## src/rtl/alu16.sv

```systemverilog
// 16-bit single-cycle ALU with registered result and a sticky status-flag register.
// Flag vector is {C,F,Z,N,L}; the registered C feeds the carry-in of ADDC/SUBC.
module alu16 #(
  parameter int WIDTH = 16
) (
  input  logic             clock,
  input  logic             reset_n,
  input  logic [WIDTH-1:0] r1,
  input  logic [WIDTH-1:0] r2,
  input  logic [7:0]       opcode,
  output logic [WIDTH-1:0] rout,
  output logic [4:0]       flags
);

  localparam int MSB = WIDTH - 1;
  localparam int SHW = $clog2(WIDTH);

  typedef enum logic [7:0] {
    OP_AND  = 8'h01,
    OP_OR   = 8'h02,
    OP_XOR  = 8'h03,
    OP_NOT  = 8'h04,
    OP_ADD  = 8'h05,
    OP_ADDU = 8'h06,
    OP_ADDC = 8'h07,
    OP_RSH  = 8'h08,
    OP_SUB  = 8'h09,
    OP_SUBC = 8'h0A,
    OP_CMP  = 8'h0B,
    OP_ALSH = 8'h0C,
    OP_MUL  = 8'h0E,
    OP_ARSH = 8'h0F,
    OP_LSH  = 8'h84
  } op_e;

  op_e op;
  assign op = op_e'(opcode);

  // Registered state
  logic [WIDTH-1:0] rout_q;
  logic c_q, f_q, z_q, n_q, l_q;

  // Next-state values
  logic [WIDTH-1:0] rout_d;
  logic c_d, f_d, z_d, n_d, l_d;

  // Shared arithmetic: one 17-bit adder and one 17-bit subtractor serve the
  // whole add/sub/compare family; carry-in is only honoured by ADDC/SUBC.
  logic             carry_in;
  logic [WIDTH:0]   sum_ext;
  logic [WIDTH:0]   diff_ext;
  logic             add_ovf;
  logic             sub_ovf;
  logic [WIDTH-1:0] mul_lo;
  logic [SHW-1:0]   shamt;

  assign carry_in = c_q & ((op == OP_ADDC) || (op == OP_SUBC));
  assign sum_ext  = {1'b0, r1} + {1'b0, r2} + {{WIDTH{1'b0}}, carry_in};
  assign diff_ext = {1'b0, r1} - {1'b0, r2} - {{WIDTH{1'b0}}, carry_in};

  // Bit WIDTH of diff_ext is the borrow: set whenever r1 < r2 + carry_in.
  assign add_ovf = (r1[MSB] == r2[MSB]) && (sum_ext[MSB]  != r1[MSB]);
  assign sub_ovf = (r1[MSB] != r2[MSB]) && (diff_ext[MSB] != r1[MSB]);

  assign mul_lo = r1 * r2;
  assign shamt  = r2[SHW-1:0];

  always_comb begin
    // NOTE: every output of this block gets a default first so no path
    // through the case can leave a value unassigned and infer a latch.
    rout_d = '0;
    c_d    = c_q;
    f_d    = f_q;
    z_d    = z_q;
    n_d    = n_q;
    l_d    = l_q;

    case (op)
      OP_AND:  rout_d = r1 & r2;
      OP_OR:   rout_d = r1 | r2;
      OP_XOR:  rout_d = r1 ^ r2;
      OP_NOT:  rout_d = ~r1;

      OP_ADD, OP_ADDC: begin
        rout_d = sum_ext[MSB:0];
        c_d    = sum_ext[WIDTH];
        f_d    = add_ovf;
      end
      OP_ADDU: begin
        rout_d = sum_ext[MSB:0];
        c_d    = sum_ext[WIDTH];
      end

      OP_SUB, OP_SUBC: begin
        rout_d = diff_ext[MSB:0];
        c_d    = diff_ext[WIDTH];
        f_d    = sub_ovf;
      end
      OP_CMP: begin
        rout_d = diff_ext[MSB:0];
        z_d    = (r1 == r2);
        l_d    = (r1 < r2);
        n_d    = ($signed(r1) < $signed(r2));
      end

      OP_MUL:          rout_d = mul_lo;
      OP_LSH, OP_ALSH: rout_d = r1 << shamt;
      OP_RSH:          rout_d = r1 >> shamt;
      OP_ARSH:         rout_d = $unsigned($signed(r1) >>> shamt);

      default: rout_d = '0;
    endcase
  end

  always_ff @(posedge clock or negedge reset_n) begin
    if (!reset_n) begin
      rout_q <= '0;
      c_q    <= 1'b0;
      f_q    <= 1'b0;
      z_q    <= 1'b0;
      n_q    <= 1'b0;
      l_q    <= 1'b0;
    end else begin
      // NOTE: non-blocking assignments so every register samples the
      // pre-edge values, independent of statement order.
      rout_q <= rout_d;
      c_q    <= c_d;
      f_q    <= f_d;
      z_q    <= z_d;
      n_q    <= n_d;
      l_q    <= l_d;
    end
  end

  assign rout  = rout_q;
  assign flags = {c_q, f_q, z_q, n_q, l_q};

endmodule

```

## config.mk

```make
export PLATFORM = sky130hd
export DESIGN_NAME = alu16
export DESIGN_NICKNAME = d
export VERILOG_FILES = /design/src/rtl/alu16.sv
export SDC_FILE = /design/constraint.sdc
export NUM_CORES = 1
export LEC_CHECK = 0
export BUFFER_PORTS_ARGS = -buffer_cell sky130_fd_sc_hd__clkbuf_2
export CAP_MARGIN = 0
export CORE_MARGIN = 2
export CORE_UTILIZATION = 55
export DETAILED_ROUTE_END_ITERATION = 10
export GPL_TIMING_DRIVEN = 1
export HOLD_SLACK_MARGIN = 0.08
export PLACE_DENSITY = 0.75
export SLEW_MARGIN = 20
export SYNTH_ARGS = -nofsm -noshare
export SYNTH_HDL_FRONTEND = slang
export SYNTH_SLANG_ARGS = --single-unit
```

## constraint.sdc

```tcl
create_clock -name clock -period 3.3 [get_ports clock]
set_input_delay 0.165 -clock clock [delete_from_list [all_inputs] [get_ports clock]]
set_output_delay 0.165 -clock clock [all_outputs]
set_load 0.005 [all_outputs]
```

==> impl_metrics.tcl <==
set metrics [dict create \
    cp-endpoint "rout[15]" \
    cts_root_buf "clkbuf_16" \
    wl_microns 42500 \
    status "finished, violations left" \
    tritoncts "yes" \
    syn_inst 1193 \
    fin_crit_ns 5.04 \
    cts_buffers 3 \
    hold_viol 0 \
    synth_edf_count 0 \
    drc 0 \
    max_freq_mhz 199 \
    power_density_mw_per_mm2 650 \
    grt_usage 0.459 \
    gp_congestion 1.02 \
    vias 10800 \
    holdWs_ns 0.431 \
    ys_seq_area_frac 0.0580 \
    path_cells "clkbuf_4 > inv_4 > nor2_1 > fa_1 > inv_2 > fa_1 > inv_1 > fa_1 > fa_1 > fa_1 > inv_1 > fa_1 > inv_2 > ha_4 > and3_4 > a211oi_4 > o21ai_2 > xnor2_1 > o21ai_1" \
    cp_common_cell "fa_1" \
    diodes 0 \
    top_layer "met4" \
    cp.arrival_ns 5.19 \
    clockBufferDepth 2 \
    port_buffers 62 \
    reg2reg_slack_ns -0.17 \
    via_per_inst 6.50 \
    drt_iter0_markers 1404 \
    post-route-util 0.778 \
    clock_latency_ns 0.26 \
    period_share 1.53 \
    core_sq_mm 0.0160 \
    cpMaxStageDelayCell "fa_1" \
    hp-class "input pin to asynchronous set/reset pin" \
    cpPeakStageDelay_ns 0.58 \
    yosysTopAreaCellShare 0.183 \
    leakage_nw 6.01 \
    drt_pass1_iterations 7 \
    synthesis.area_sq_mm 0.00907 \
    die_y_microns 132 \
    grt_max_degree 39 \
    synth-seq-cells 21 \
    wire_per_inst_microns 25.7 \
    slew_viol_final 0 \
    start_util 0.567 \
    ys.flop_type "dfrtp_1" \
    finalPower_mw 8.08 \
    crit_required_ns 3.45 \
    cp_max_fo 4 \
    r2r_start "c_q" \
    start_kind "input pin" \
    synth.net_count 1448 \
    clkTransAtPathRegs_ns 0.07 \
    max_cap_violations 0 \
    cts-htree-levels 1 \
    grt_pass1_vias 10600 \
    dr_wl_met2_microns 18200 \
    antenna_left 0 \
    synth_area_leaders "fa_1 18%, ha_1 18%, inv_1 7.2%" \
    async_flop_share 1.00 \
    worstSetupPathType "input pin to register" \
    fin_skew_ns 0.00612 \
    max-vdd-ir-drop_mv 0.655 \
    dieArea_sq_mm 0.0175 \
    yosys-top-cells-count "175 x inv_1, 152 x nor2_1, 130 x ha_1, 109 x nand2_1, 83 x fa_1" \
    rr_worst_depth 15 \
    netlist-cell-type-count 71 \
    cts_sinks 21 \
    synth_most_common_cell "inv_1" \
    slew_headroom 0.569 \
    violations "negative setup slack" \
    crit_start "r1[8]" \
    wl_met3_microns 5670 \
    grt_first_pass_wirelength_microns 61200 \
    antenna_found_initial 0 \
    avgSynthCellArea_sq_um 7.60 \
    die_w_microns 132 \
    num_rows 46 \
    finalWorstSetupSlack_ns -1.74 \
    endpoint_kind "register" \
    wl_met1_microns 14800 \
    fillers 1062 \
    drive_above_1_share 0.332 \
    yosysTopAreaCell "fa_1" \
    fin_nets 1696 \
    overflow 0 \
    synth_warnings 0 \
    ios 63 \
    setup_viol 14 \
    hpwl_microns 30900 \
    rsz0062_at_grt "true" \
    worst_slew_pin_slew_ns 0.645 \
    r2r_end "rout[11]" \
    syn2layout_area_growth_pct 37.2 \
]
## repair_timing
| item | 4_1_cts | 5_1_grt |
|---|---|---|
| hold buffers | 1 | 0 |
| endpoints found under the setup margin | 14 | 14 |
| buffers inserted | 18 | 9 |
| hold endpoints to repair | 21 | 0 |
| resized for setup | 145 | 50 |
| pin swaps | 63 | 55 |
## layer usage
layer  vias up  track usage
li1       4479            -
met1      4984        0.567
met2       984        0.707
met3       318        0.125
met4         0        0.291
met5         -            0
## how the worst min path moves through the flow
stage | cells past startpoint | slack (ns) | endpoint | startpoint
6_report | 2 | 0.43 | rout[1] | reset_n
5_1_grt | 2 | 0.47 | rout[2] | reset_n
4_1_cts | 2 | 0.44 | rout[1] | reset_n
3_5_place_dp | 1 | 0.18 | rout[3] | reset_n
3_3_place_gp | 1 | 0.18 | rout[3] | reset_n
2_1_floorplan | 0 | -0.13 | c_q | reset_n
## final cells by class
type | count | area [sq um] | share of cell area
clock buffer | 3 | 75.1 | 0.00603
clock inverter | 1 | 7.51 | 0.000603
inverter | 179 | 742 | 0.0596
multi-input combinational | 928 | 8320 | 0.669
sequential | 21 | 526 | 0.0422
tap | 216 | 270 | 0.0217
timing repair buffer | 308 | 2500 | 0.201
## cells in the final DEF (no fill, tap or decap), drive strengths merged, types with 15 or more instances in the layout
cell type,synthesis,final
inv,175,174
clkbuf,43,63
mux2i,19,19
nor2,152,152
nor3,17,17
xor2,21,21
mux2,15,15
o21ai,64,64
ha,130,130
buf,22,247
xnor2,41,41
dfrtp,21,21
a211oi,15,15
a21oi,78,78
nand2,109,109
fa,83,83
## kinds of logic (layout without fill, tap and decap cells)
| logic type | after synthesis | after routing | synth area share |
|---|---|---|---|
| DFF | 21 | 21 | 0.0580 |
| xor gates and xnor gates | 62 | 62 | 0.0599 |
| and+or+nand+nor | 344 | 344 | 0.165 |
| adders and majority gates | 213 | 213 | 0.363 |
| buffers and inverters | 244 | 491 | 0.107 |
| muxes | 40 | 40 | 0.0545 |
| AOI/OAI and AO/OA | 269 | 269 | 0.193 |
## metrics by stage
step	TNS [ns]	instances	setup slack (ns)	area, sq um
finish	-14.78	1656	-1.74	12400
CTS	-12.18	1649	-1.31	12200
global route	-16.04	1656	-1.78	12400
detailed placement	-19.10	1629	-1.76	11300
floorplan	-11.95	1193	-1.54	9440
global placement	-17.82	1629	-1.63	11300
## report_power, final
part / total, mW / leakage, nW / switching, mW / internal (mW)
Clock: 0.278 / 0.0371 / 0.113 / 0.165
Combinational: 7.51 / 5.69 / 4.02 / 3.49
Sequential: 0.298 / 0.274 / 0.0165 / 0.281
## flip-flops by register name, indices dropped and copies added, names as in the netlist
name and flops:
n_q 1, c_q 1, rout 16, f_q 1
l_q 1, z_q 1
## critical path: cells and delay by family
kind | cells | cell delay [ns]
adder cells (fa/ha/maj) | 7 | 3.20
AND/OR/NAND/NOR | 2 | 0.61
buffers and inverters | 6 | 0.54
AO/OA/AOI/OAI | 3 | 0.51
XOR/XNOR | 1 | 0.16
Note: power is estimated with default switching activity, not from simulation.
